[src/rtl/int_sched_pkg.sv]
// Shared types for the intersection issue/collect path: ray and triangle IDs,
// the int_math pipe-1 bundle, and the result entry handed downstream.
package int_sched_pkg;

  typedef logic [15:0] rayID_t;
  typedef logic [15:0] triID_t;

  typedef struct packed {
    rayID_t rayID;
  } ray_t;

  typedef struct packed {
    triID_t triID;
  } intersection_t;

  typedef struct packed {
    ray_t        ray;
    logic [31:0] t_max;
    triID_t      tri0_ID;
    triID_t      tri1_ID;
    logic        tri1_valid;
  } int_pipe1_t;

  typedef struct packed {
    rayID_t rayID;
    logic   hit;
    triID_t triID;
  } int_result_t;

  localparam int INT_LAT_EM   = 28;
  localparam int INT_LAT_FULL = 47;

  // A miss never carries a triangle, so triID is cleared whenever hit is low.
  function automatic int_result_t make_result(rayID_t id, logic hit, triID_t tri_id);
    int_result_t r;
    r.rayID = id;
    r.hit   = hit;
    r.triID = hit ? tri_id : 16'h0000;
    return r;
  endfunction

endpackage

[src/rtl/int_result_fifo.sv]
// Result FIFO with two ordered write ports (port 0 lands first) and one read port.
// The head reads as zero while empty so res_out is clean out of reset.
module int_result_fifo
  import int_sched_pkg::*;
#(
  parameter int DEPTH = 64
) (
  input  logic                   clk,
  input  logic                   rst,
  input  logic                   wr0_en,
  input  int_result_t            wr0_data,
  input  logic                   wr1_en,
  input  int_result_t            wr1_data,
  input  logic                   rd_en,
  output int_result_t            rd_data,
  output logic                   empty,
  output logic [$clog2(DEPTH):0] count
);

  localparam int AW = $clog2(DEPTH);
  localparam int CW = AW + 1;

  int_result_t   mem_r [DEPTH];
  logic [AW-1:0] wptr_r;
  logic [AW-1:0] rptr_r;
  logic [AW-1:0] wr1_addr_s;
  logic [CW-1:0] cnt_r;

  assign wr1_addr_s = wptr_r + AW'(wr0_en);

  // Entry storage; port 1 follows port 0 when both write in one cycle.
  always_ff @(posedge clk) begin
    if (wr0_en) mem_r[wptr_r] <= wr0_data;
    if (wr1_en) mem_r[wr1_addr_s] <= wr1_data;
  end

  // Pointer and occupancy tracking.
  always_ff @(posedge clk or negedge rst) begin
    if (!rst) begin
      wptr_r <= '0;
      rptr_r <= '0;
      cnt_r  <= '0;
    end else begin
      wptr_r <= wptr_r + AW'(wr0_en) + AW'(wr1_en);
      rptr_r <= rptr_r + AW'(rd_en);
      cnt_r  <= cnt_r + CW'(wr0_en) + CW'(wr1_en) - CW'(rd_en);
    end
  end

  assign empty   = (cnt_r == '0);
  assign rd_data = empty ? '0 : mem_r[rptr_r];
  assign count   = cnt_r;

endmodule

[src/rtl/int_sched.sv]
// Credit-based issue into int_math plus collection of its early-miss and
// full-result streams into a backpressured result FIFO.
module int_sched
  import int_sched_pkg::*;
#(
  parameter int DEPTH = 64
) (
  input  logic          clk,
  input  logic          rst,
  input  logic          ray_valid,
  input  int_pipe1_t    ray_in,
  output logic          ray_stall,
  output logic          issue_valid,
  output int_pipe1_t    issue_pipe,
  input  logic          em_miss,
  input  ray_t          em_ray,
  input  logic          fr_valid,
  input  logic          fr_hit,
  input  ray_t          fr_ray,
  input  intersection_t fr_isect,
  output logic          we,
  input  logic          full,
  output int_result_t   res_out,
  output logic          idle,
  output logic          err
);

  localparam int            CW      = $clog2(DEPTH) + 1;
  localparam logic [CW-1:0] DEPTH_C = CW'(DEPTH);

  logic [CW-1:0] cnt_s;
  logic [CW-1:0] avail_s;
  logic [CW-1:0] free_s;
  logic [CW-1:0] infl_r;
  logic [CW-1:0] infl_next_s;
  logic          accept_s;
  logic          em_ok_s;
  logic          fr_ok_s;
  logic          em_wr_s;
  logic          fr_wr_s;
  logic          err_evt_s;
  logic          empty_s;
  logic          we_s;
  logic          issue_valid_r;
  int_pipe1_t    issue_pipe_r;
  logic          err_r;
  int_result_t   em_res_s;
  int_result_t   fr_res_s;

  // Every ray in flight owns a FIFO slot, so credit is what neither holds.
  assign avail_s   = DEPTH_C - cnt_s - infl_r;
  assign ray_stall = (avail_s == '0);
  assign accept_s  = ray_valid & ~ray_stall;
  assign we_s      = ~empty_s & ~full;

  // Returns beyond what is in flight are bogus; em has priority for the last credit.
  assign em_ok_s = em_miss & (infl_r != '0);
  assign fr_ok_s = fr_valid & (infl_r > CW'(em_ok_s));
  assign free_s  = DEPTH_C - cnt_s + CW'(we_s);
  assign em_wr_s = em_ok_s & (free_s != '0);
  assign fr_wr_s = fr_ok_s & (free_s > CW'(em_wr_s));

  assign err_evt_s   = (em_miss & ~em_wr_s) | (fr_valid & ~fr_wr_s);
  assign infl_next_s = infl_r + CW'(accept_s) - CW'(em_ok_s) - CW'(fr_ok_s);

  assign em_res_s = make_result(em_ray.rayID, 1'b0, 16'h0000);
  assign fr_res_s = make_result(fr_ray.rayID, fr_hit, fr_isect.triID);

  int_result_fifo #(.DEPTH(DEPTH)) u_fifo (
    .clk      (clk),
    .rst      (rst),
    .wr0_en   (em_wr_s),
    .wr0_data (em_res_s),
    .wr1_en   (fr_wr_s),
    .wr1_data (fr_res_s),
    .rd_en    (we_s),
    .rd_data  (res_out),
    .empty    (empty_s),
    .count    (cnt_s)
  );

  // Issue register, in-flight credit counter and sticky protocol error.
  always_ff @(posedge clk or negedge rst) begin
    if (!rst) begin
      issue_valid_r <= 1'b0;
      issue_pipe_r  <= '0;
      infl_r        <= '0;
      err_r         <= 1'b0;
    end else begin
      issue_valid_r <= accept_s;
      if (accept_s) begin
        issue_pipe_r <= ray_in;
      end
      infl_r <= infl_next_s;
      err_r  <= err_r | err_evt_s;
    end
  end

  assign issue_valid = issue_valid_r;
  assign issue_pipe  = issue_pipe_r;
  assign we          = we_s;
  assign err         = err_r;
  assign idle        = (infl_r == '0) & (cnt_s == '0) & ~issue_valid_r;

endmodule

[config.mk]
export PLATFORM = sky130hd
export DESIGN_NAME = int_sched
export DESIGN_NICKNAME = d
export VERILOG_FILES = /design/src/rtl/int_sched_pkg.sv /design/src/rtl/int_result_fifo.sv /design/src/rtl/int_sched.sv
export SDC_FILE = /design/constraint.sdc
export NUM_CORES = 2
export LEC_CHECK = 0
export CORE_UTILIZATION = 25
export DETAILED_ROUTE_END_ITERATION = 8
export HOLD_SLACK_MARGIN = 0.08
export PLACE_DENSITY = 0.44
export SYNTH_ARGS = -nofsm -noshare
export SYNTH_HDL_FRONTEND = slang
export SYNTH_SLANG_ARGS = --single-unit
[constraint.sdc]
create_clock -name clk -period 17.2 [get_ports clk]
set_input_delay 2.58 -clock clk [delete_from_list [all_inputs] [get_ports clk]]
set_output_delay 2.58 -clock clk [all_outputs]
set_load 0.01 [all_outputs]
==> metrics.txt <==
status completed; Sink Count 2221; Initial Utilization 0.251; clk_lat worst skew 0.92 ns; drt drc 0; Buf+Inv Stages, Crit Path 4; Reg2Reg Setup Slack 9.42 ns; Worst Hold Path Cells 1; Max stage delay cell, worst path dfrtp_4; Initial DRC Count 6081; most frequent cells in the layout 2112 x edfxtp_1, 1119 x nor2_1, 1000 x mux2_2; Critical R2R Capture u_fifo.mem_r[19][8]; TritonCTS Buffers 270; Clock Tree Buf Depth 4; placeable core area 0.420 sq mm; register area share after synthesis 0.626; commonest register cell after synthesis edfxtp_1; Critical R2R Launch u_fifo.count[1]; Final Hold Viols 0; detailed placement HPWL 213000 um; via count 60700; Reg clk slew, reported paths 0.06 ns; layout cells sized above 1 0.377; fin nets 6716; GR Util All Layers 0.172; root cell of the clock tree clkbuf_16; RSZ-0062 raised after global routing no; Cell Area, Placed 0.115 sq mm; classification of the worst-slack hold path reg2reg; critical path data arrival time 6.82 ns; Data required, critical path 14.62 ns; first-pass GRT wire length 517000 um; final antenna-violating net count 0; Vert. Die Dim 652 um; Slew Limit Fails 0; max_cap viols 0; Hold Path Sink issue_pipe[18]; setup violators final 0; H-tree depth 5; final core occ 0.294; CTS tree built; fin crit share 0.547; vias in the first global route 63200; Critical Path, Cell by Cell buf_4 > buf_12 > buf_4 > mux4_2 > mux4_2 > nor2_1 > nor2_1 > o21ai_0 > a21oi_1 > clkdlybuf4s50_1; Power Dens Cells 160 mW/mm^2; WHS 0.503 ns; Vias/cell 4.90; Least-Margin Pin Slew 1.28 ns; Max Fclk 106 MHz; Max-slew headroom 0.144; Setup CP Type reg2out; final instance area 0.124 sq mm; FFs w/ async S/R, synth 0.0491; Crit Path Max Fanout 63; commonest non-fill, non-tap cell in the layout edfxtp_1; DIE WIDTH 652 um; Worst Setup End Kind primary output; first-pass detailed-route iteration total 5; Post-synth EDFFs 2112; gr ovfl total 0; total wire length 372000 um; crit start category flop; Die Footprint 0.425 sq mm; Ports 255; Worst IR Drop VDD 0.000138 V; post-synthesis cell count 6433; Rows 238; Layout area overhead 17.0%; r2r worst-path depth 24; initial antenna violation count 28; post-CTS setup buffers 0; setup TNS 0 ns; syn nets 6612; Seq cells post-synth 2221; post-CTS sizing 0; CP top delay family buffers and inverters; Syn Area/Cell 16.4 sq um; CTS Hold Bufs 0; post-layout min period 9.40 ns; Pleak 38.2 nW; GPL Wtd Cong 0.797; Worst Min Path Start issue_pipe[18]; WL/cell 30.1 um; Mapped Area 0.106 sq mm; largest net degree at the start of global routing 124; Synth cell types 73; CP peak stage delay 0.94 ns; Synth warnings 0; I/O Buffers 254; clock skew 0.0556 ns
## where the power goes
part	switching, mW	total [mW]	internal (mW)
clock	2.33	5.53	3.20
combinational	4.60	7.36	2.76
sequential	0.273	6.84	6.57
total	7.20	19.7	12.5
## routing by layer
metal / global-route usage / wire (um) / vias to the layer above
met3: 0.0267 / 21900 / 478
met1: 0.231 / 159000 / 33100
met4: 0.0430 / 9690 / 18
li1: - / - / 25100
met2: 0.288 / 181000 / 1986
met5: 0 / 106 / -
## flip-flops by register name, indices dropped and copies added (netlist names)
signal and flops:
issue_valid 1, u_fifo.count 7, issue_pipe 81, u_fifo.rptr_r 6, infl_r 7, u_fifo.mem_r 2112
u_fifo.wptr_r 6, err 1
## cells in the mapped netlist (3+ instances only)
library cell / number / area [sq um]
mux4_2: 653 / 14700
clkbuf_2: 10 / 50.1
mux2_4: 100 / 1500
mux2_1: 6 / 67.6
a21oi_1: 17 / 85.1
o22ai_1: 39 / 244
buf_8: 9 / 135
and3_1: 4 / 25.0
nor2_1: 1136 / 4260
clkbuf_1: 389 / 1460
mux2_2: 1000 / 11300
xor2_1: 11 / 96.3
o21ai_0: 26 / 130
edfxtp_1: 2112 / 63400
xnor2_1: 22 / 193
or2_2: 6 / 37.5
mux2i_1: 66 / 661
buf_6: 7 / 78.8
or3_1: 3 / 18.8
fa_1: 4 / 80.1
nand4_2: 19 / 238
nor3_4: 5 / 81.3
o31ai_1: 16 / 120
nand2b_1: 10 / 62.6
and2_1: 18 / 113
nand4_1: 10 / 62.6
nand3b_1: 6 / 45.0
o32ai_1: 19 / 166
o21a_1: 4 / 30.0
buf_4: 5 / 37.5
a31oi_1: 3 / 18.8
inv_1: 36 / 135
dfrtp_1: 109 / 2730
o211ai_1: 4 / 30.0
nor3_1: 5 / 25.0
nand2_1: 175 / 657
ha_1: 39 / 488
nand3_1: 24 / 120
o21bai_1: 8 / 60.1
nor2b_1: 3 / 18.8
nor4_4: 19 / 404
buf_2: 131 / 656
buf_1: 108 / 405
## cell families after synthesis
family | after synthesis | share of synthesized area
and+or+nand+nor | 1458 | 0.0597
DFF | 2221 | 0.626
adders and majority gates | 43 | 0.00538
muxes | 1825 | 0.267
xor gates and xnor gates | 35 | 0.00310
AOI/OAI and AO/OA | 153 | 0.00992
buffers and inverters | 698 | 0.0284
## worst max-delay path by stage
stage                                start             endpoint  slack, ns  cells after the start
after floorplan                       full  u_fifo.mem_r[38][0]       8.70                     19
after global placement                full  u_fifo.mem_r[19][5]       7.59                     21
after detailed placement              full  u_fifo.mem_r[19][5]       7.53                     21
after CTS                 u_fifo.rptr_r[0]          res_out[19]       7.52                      9
after global routing      u_fifo.rptr_r[0]          res_out[30]       7.18                     10
final                     u_fifo.rptr_r[0]          res_out[30]       7.80                     10
## stage by stage
stage          instances  power [mW]  worst slack [ns]
2_1_floorplan       6433        11.1              8.70
6_report           12400        19.7              7.80
3_3_place_gp       11900        14.4              7.59
3_5_place_dp       11900        14.4              7.53
5_1_grt            12400        20.5              7.18
4_1_cts            12400        20.0              7.52
## area by class of cell
type | instances | area [sq um]
antenna | 10 | 25.0
clock buffer | 351 | 7250
clock inverter | 126 | 1080
fill | 41900 | 297000
inverter | 37 | 144
multi-input combinational | 3514 | 37600
sequential | 2221 | 66200
tap | 5640 | 7060
timing repair buffer | 493 | 4250
Note: power is estimated with default switching activity, not from simulation.
